<file path="src/rtl/lcd_pkg.sv">
// lcd_pkg: shared scan-state type, window constants and pixel index helpers for lcd_scan_sink
package lcd_pkg;

  typedef enum logic [1:0] {IDLE, WRITE, GAP, DONE} scan_state_t;

  localparam int WIN  = 4;
  localparam int NPIX = 16;
  localparam logic [3:0] LAST_IDX = 4'(NPIX - 1);

  function automatic logic [1:0] idx_row(input logic [3:0] idx);
    return 2'(idx / 4'(WIN));
  endfunction

  function automatic logic [1:0] idx_col(input logic [3:0] idx);
    return 2'(idx % 4'(WIN));
  endfunction

endpackage

</file>
<file path="src/rtl/lcd_frame_buf.sv">
// lcd_frame_buf: two banks of 16 pixels, one write port and one async read port
module lcd_frame_buf
  import lcd_pkg::*;
#(
  parameter int PIX_W = 8
) (
  input  logic             clk,
  input  logic             we,
  input  logic             wbank,
  input  logic [3:0]       waddr,
  input  logic [PIX_W-1:0] wdata,
  input  logic             rbank,
  input  logic [3:0]       raddr,
  output logic [PIX_W-1:0] rdata
);

  logic [PIX_W-1:0] mem_q [2][NPIX];

  // write the captured pixel into the capture bank; contents need no reset
  always_ff @(posedge clk) begin
    if (we) mem_q[wbank][waddr] <= wdata;
  end

  assign rdata = mem_q[rbank][raddr];

endmodule

</file>
<file path="src/rtl/lcd_scan_sink.sv">
// lcd_scan_sink: double-buffered 4x4 window capture and paced raster replay to the panel (LCD_SCAN_SINK_DROP_CNT_EN enables drop_cnt)
module lcd_scan_sink
  import lcd_pkg::*;
#(
  parameter int PIX_W  = 8,
  parameter int WR_GAP = 2,
  parameter int DCNT_W = 8
) (
  input  logic              clk,
  input  logic              reset_n,
  input  logic [PIX_W-1:0]  pix_in,
  input  logic              pix_valid,
  output logic [PIX_W-1:0]  px_data,
  output logic [1:0]        px_row,
  output logic [1:0]        px_col,
  output logic              px_we,
  output logic              scan_busy,
  output logic              frame_done,
  output logic [DCNT_W-1:0] drop_cnt
);

  localparam logic [3:0] GAP_LAST = 4'(WR_GAP > 0 ? WR_GAP - 1 : 0);

  scan_state_t state_q, state_d;
  logic [3:0] cap_cnt_q, cap_cnt_d, idx_q, idx_d, gap_q, gap_d;
  logic pending_q, pending_d, bank_q, bank_d, drop_q, drop_d;
  logic swap, pend_eff, discard, beat_last, wr_en, show;
  logic [PIX_W-1:0] rd_data;

  // admission is latched on beat 0; a swap in the same edge frees the capture bank for beat 0
  always_comb begin
    swap      = pending_q && state_q == IDLE;
    pend_eff  = pending_q && !swap;
    discard   = cap_cnt_q == 4'd0 ? pend_eff : drop_q;
    beat_last = pix_valid && cap_cnt_q == LAST_IDX;
    wr_en     = pix_valid && !discard;
    cap_cnt_d = pix_valid ? cap_cnt_q + 4'd1 : cap_cnt_q;
    drop_d    = pix_valid ? discard : drop_q;
    pending_d = pend_eff || (beat_last && !discard);
    bank_d    = swap ? ~bank_q : bank_q;
  end

  // state register for capture control and scan FSM
  always_ff @(posedge clk or negedge reset_n) begin
    if (!reset_n) begin
      state_q   <= IDLE;
      idx_q     <= '0;
      gap_q     <= '0;
      cap_cnt_q <= '0;
      pending_q <= 1'b0;
      bank_q    <= 1'b0;
      drop_q    <= 1'b0;
    end else begin
      state_q   <= state_d;
      idx_q     <= idx_d;
      gap_q     <= gap_d;
      cap_cnt_q <= cap_cnt_d;
      pending_q <= pending_d;
      bank_q    <= bank_d;
      drop_q    <= drop_d;
    end
  end

  // scan sequencing: one write per pixel followed by WR_GAP recovery cycles
  always_comb begin
    state_d = state_q;
    idx_d   = idx_q;
    gap_d   = gap_q;
    case (state_q)
      IDLE: if (swap) begin
        state_d = WRITE;
        idx_d   = '0;
        gap_d   = '0;
      end
      WRITE: if (WR_GAP > 0) begin
        state_d = GAP;
        gap_d   = '0;
      end else if (idx_q == LAST_IDX) state_d = DONE;
      else idx_d = idx_q + 4'd1;
      GAP: if (gap_q != GAP_LAST) gap_d = gap_q + 4'd1;
      else if (idx_q == LAST_IDX) state_d = DONE;
      else begin
        state_d = WRITE;
        idx_d   = idx_q + 4'd1;
      end
      DONE: begin
        state_d = IDLE;
        idx_d   = '0;
      end
      default: state_d = IDLE;
    endcase
  end

  // panel outputs: address/data held through the gap, zero when not scanning
  always_comb begin
    show       = state_q == WRITE || state_q == GAP;
    px_we      = state_q == WRITE;
    px_data    = show ? rd_data : '0;
    px_row     = show ? idx_row(idx_q) : 2'd0;
    px_col     = show ? idx_col(idx_q) : 2'd0;
    scan_busy  = state_q != IDLE;
    frame_done = state_q == DONE;
  end

  lcd_frame_buf #(.PIX_W(PIX_W)) u_buf (
    .clk   (clk),
    .we    (wr_en),
    .wbank (~bank_d),
    .waddr (cap_cnt_q),
    .wdata (pix_in),
    .rbank (bank_q),
    .raddr (idx_q),
    .rdata (rd_data)
  );

`ifdef LCD_SCAN_SINK_DROP_CNT_EN
  logic [DCNT_W-1:0] drop_cnt_q, drop_cnt_d;

  // count discarded frames on their last beat, saturating
  always_comb begin
    drop_cnt_d = beat_last && discard && drop_cnt_q != '1 ? drop_cnt_q + DCNT_W'(1) : drop_cnt_q;
  end

  // drop counter register
  always_ff @(posedge clk or negedge reset_n) begin
    if (!reset_n) drop_cnt_q <= '0;
    else drop_cnt_q <= drop_cnt_d;
  end

  assign drop_cnt = drop_cnt_q;
`else
  assign drop_cnt = '0;
`endif

endmodule
</file>
<file path="config.mk">
export PLATFORM = sky130hd
export DESIGN_NAME = lcd_scan_sink
export DESIGN_NICKNAME = d
export VERILOG_FILES = /design/src/rtl/lcd_pkg.sv /design/src/rtl/lcd_frame_buf.sv /design/src/rtl/lcd_scan_sink.sv
export SDC_FILE = /design/constraint.sdc
export NUM_CORES = 1
export LEC_CHECK = 0
export ABC_AREA = 1
export CELL_PAD_IN_SITES_DETAIL_PLACEMENT = 0
export CELL_PAD_IN_SITES_GLOBAL_PLACEMENT = 1
export CORE_MARGIN = 8
export CORE_UTILIZATION = 45
export DETAILED_ROUTE_END_ITERATION = 7
export DONT_BUFFER_PORTS = 1
export PLACE_DENSITY_LB_ADDON = 0.15
export SYNTH_ARGS = -nofsm -noshare
export SYNTH_HDL_FRONTEND = slang
export SYNTH_SLANG_ARGS = --single-unit
</file>
<file path="constraint.sdc">
create_clock -name clk -period 5.9 [get_ports clk]
set_clock_uncertainty 0.1 [all_clocks]
set_input_delay 1.18 -clock clk [delete_from_list [all_inputs] [get_ports clk]]
set_output_delay 1.18 -clock clk [all_outputs]
set_load 0.01 [all_outputs]
</file>
==> results.yml <==
floorplan:
  dieWidth_um: 183
  dieArea_um2: 33300
  core_um2: 27600
  die_h_um: 183
  rows: 61
  initial_core_util_pct: 45.3
  io_pins: 34
routing:
  ant_nets: 0
  wl_per_cell_um: 17.4
  vias: 7952
  drt_iter0_markers: 556
  drt_wl_total_mm: 29.0
  drc: 0
  firstDrtPassIters: 5
  vias_per_cell: 4.76
sta:
  worst_pin_slew_ps: 1120
  finalCritPeriodShare_pct: 72.5
  maxSlewViolCount: 0
  rsz0062_at_grt: "false"
  slew_headroom_pct: 25.0
  period_minus_slack_ps: 4280
  max_freq_mhz: 234
  hold_viol_final: 0
  finalSetupViolCount: 0
  whs_ps: 226
  setup_tns_ps: 0
power_and_ir_drop:
  vdd_drop_max_v: 0.000152
  power_density_nw_per_um2: 302
  leakagePower_nw: 5.96
yosys:
  synth_flop_cell: "edfxtp_1"
  synth_cell_types: 29
  yosysTopAreaCell: "edfxtp_1"
  synth_most_common_cell: "nand2_1"
  netlist_area_um2: 12500
  ys_top_cells_by_area: "edfxtp_1 62%, nand2_1 14%, inv_1 7.0%"
  async_flop_share_pct: 6.23
  avgSynthCellArea_um2: 9.70
  ys_seq_elements: 273
  synth_commonest_cells: "466 x nand2_1, 256 x edfxtp_1, 232 x inv_1"
  synth_edf_count: 256
  synth_top_cell_area_share_pct: 61.6
  seq_area_frac_synth_pct: 65.0
  synth_warnings: 0
  syn_inst: 1286
global_route:
  antenna_found_initial: 0
  grt_pass1_wl_mm: 45.2
  grt_overflow: 0
  grt_pass1_vias: 7816
  track_usage_pct: 17.6
  grt_max_degree: 78
status:
  status: "complete, no violations"
critical_path:
  path_buf_inv: 3
  end_kind: "output port"
  path_common_cell: "nand2_1"
  crit_arrival_ps: 3000
  crit_chain: "inv_4 > buf_12 > nand2_1 > nand3_1 > nand2_1 > nand2_1 > nand2_1 > inv_1 > nand2_1 > nand2_1 > nand2_1"
  crit_required_ps: 4620
  cp_slowest_cell: "dfrtp_4"
  crit_family: "buffers and inverters"
  worstSetupStartpointType: "register"
  critPathMaxStageDelay_ps: 630
  cp_max_fo: 77
  crit_type: "register to output port"
clock_network:
  cts_tree: "done"
  clockRootBuffer: "clkbuf_16"
  clk_pin_slew_ps: 60
  tritoncts.num_buffers: 30
  clock_latency_ps: 540
  post_cts_buffers: 0
  hold_buffers: 0
  clock-sinks: 273
  post_cts_resized: 0
  htree_levels: 1
  cts_max_path_buffers: 3
place:
  place_inst: 1615
  place.gp.congestion: 0.735
  hpwl_mm: 16.8
  port_buffers: 0
final_layout:
  diodes: 0
  fillers: 2578
  fin_util_pct: 49.2
  final_cells: 1669
  drive_gt1_share_pct: 4.65
  area_growth_pct: 8.62
  fin_nets: 1292
min_path:
  hold_class: "input pin to asynchronous set/reset pin"
run:
  cap_violations: 0
power by group:
group          total, W  switching, W  internal (W)
clock network   0.00172      0.000726      0.000993
logic          0.000154      0.000113     0.0000407
registers       0.00221     0.0000325       0.00218
total           0.00409      0.000872       0.00322
cell usage in the layout, fill, tap and decap left out:
master       n
nand3_1    165
o21ai_0      9
dfrtp_4      1
nand2_1    466
nand3b_1     1
nand4_1      2
edfxtp_1   256
o21bai_1     1
o22ai_1      1
dfrtp_1     15
nor2_2       1
dfrtp_2      1
buf_4        5
nor3_1       1
clkinv_1     8
conb_1       8
a21oi_1      2
inv_1      231
or2_2        3
ha_1        12
buf_12       1
xor2_2       1
clkinv_2     9
nor3b_2      1
inv_2        3
o32ai_1      1
xor2_1       4
nor2_1      42
inv_4        1
clkbuf_16   31
nor2_4       1
clkbuf_1     6
bufinv_16    1
layout make-up:
| cell class | instances | area, um^2 | area share [%] |
|---|---|---|---|
| Sequential cell | 273 | 8120 | 59.9 |
| Clock inverter | 17 | 101 | 0.748 |
| Multi-Input combinational cell | 722 | 3120 | 23.0 |
| Inverter | 236 | 888 | 6.56 |
| Timing Repair Buffer | 6 | 57.6 | 0.425 |
| Clock buffer | 37 | 798 | 5.89 |
| Tap cell | 378 | 473 | 3.49 |
kinds of logic after synthesis:
kind of cell / count (synthesis) / share of synthesized area (%)
flip-flops: 273 / 65.0
buffers and inverters: 298 / 10.2
AO/OA/AOI/OAI: 14 / 0.622
adder cells (fa/ha/maj): 12 / 1.20
AND/OR/NAND/NOR: 683 / 22.5
other: 1 / 0.0301
XOR/XNOR: 5 / 0.411
per-layer routing:
layer	track usage (%)	vias up	part of all wire, %
li1	-	4004	-
met4	4.59	0	1.9
met3	2.72	35	5.5
met5	0	-	0
met2	27.7	171	44
met1	25.2	3742	48
per-stage QoR:
stage	setup slack, ps	power (W)	area, um^2
2_1_floorplan	3170	0.00237	12500
3_3_place_gp	2180	0.00241	12700
3_5_place_dp	2190	0.00241	12700
4_1_cts	1580	0.00413	13600
5_1_grt	1410	0.00423	13600
6_report	1620	0.00409	13600
worst paths after layout:
path                          from                  to  slack (ps)  depth (start not counted)
min in group clk            drop_q              drop_q         410                          2
hold / removal             reset_n            idx_q[1]         230                          0
setup / recovery            bank_q          px_data[7]        1620                         11
setup reg to reg            bank_q  u_buf.mem_q[1][45]        2230                          4
max in group asynchronous  reset_n            idx_q[0]        5380                          0
hold reg to reg             drop_q              drop_q         410                          2
state kept, by name (all words and copies together) (netlist names):
| signal | count |
|---|---|
| idx_q | 4 |
| gap_q | 4 |
| pending_q | 1 |
| state_q | 2 |
| u_buf.mem_q | 256 |
| bank_q | 1 |
| cap_cnt_q | 4 |
| drop_q | 1 |
Note: power is estimated with default switching activity, not from simulation.
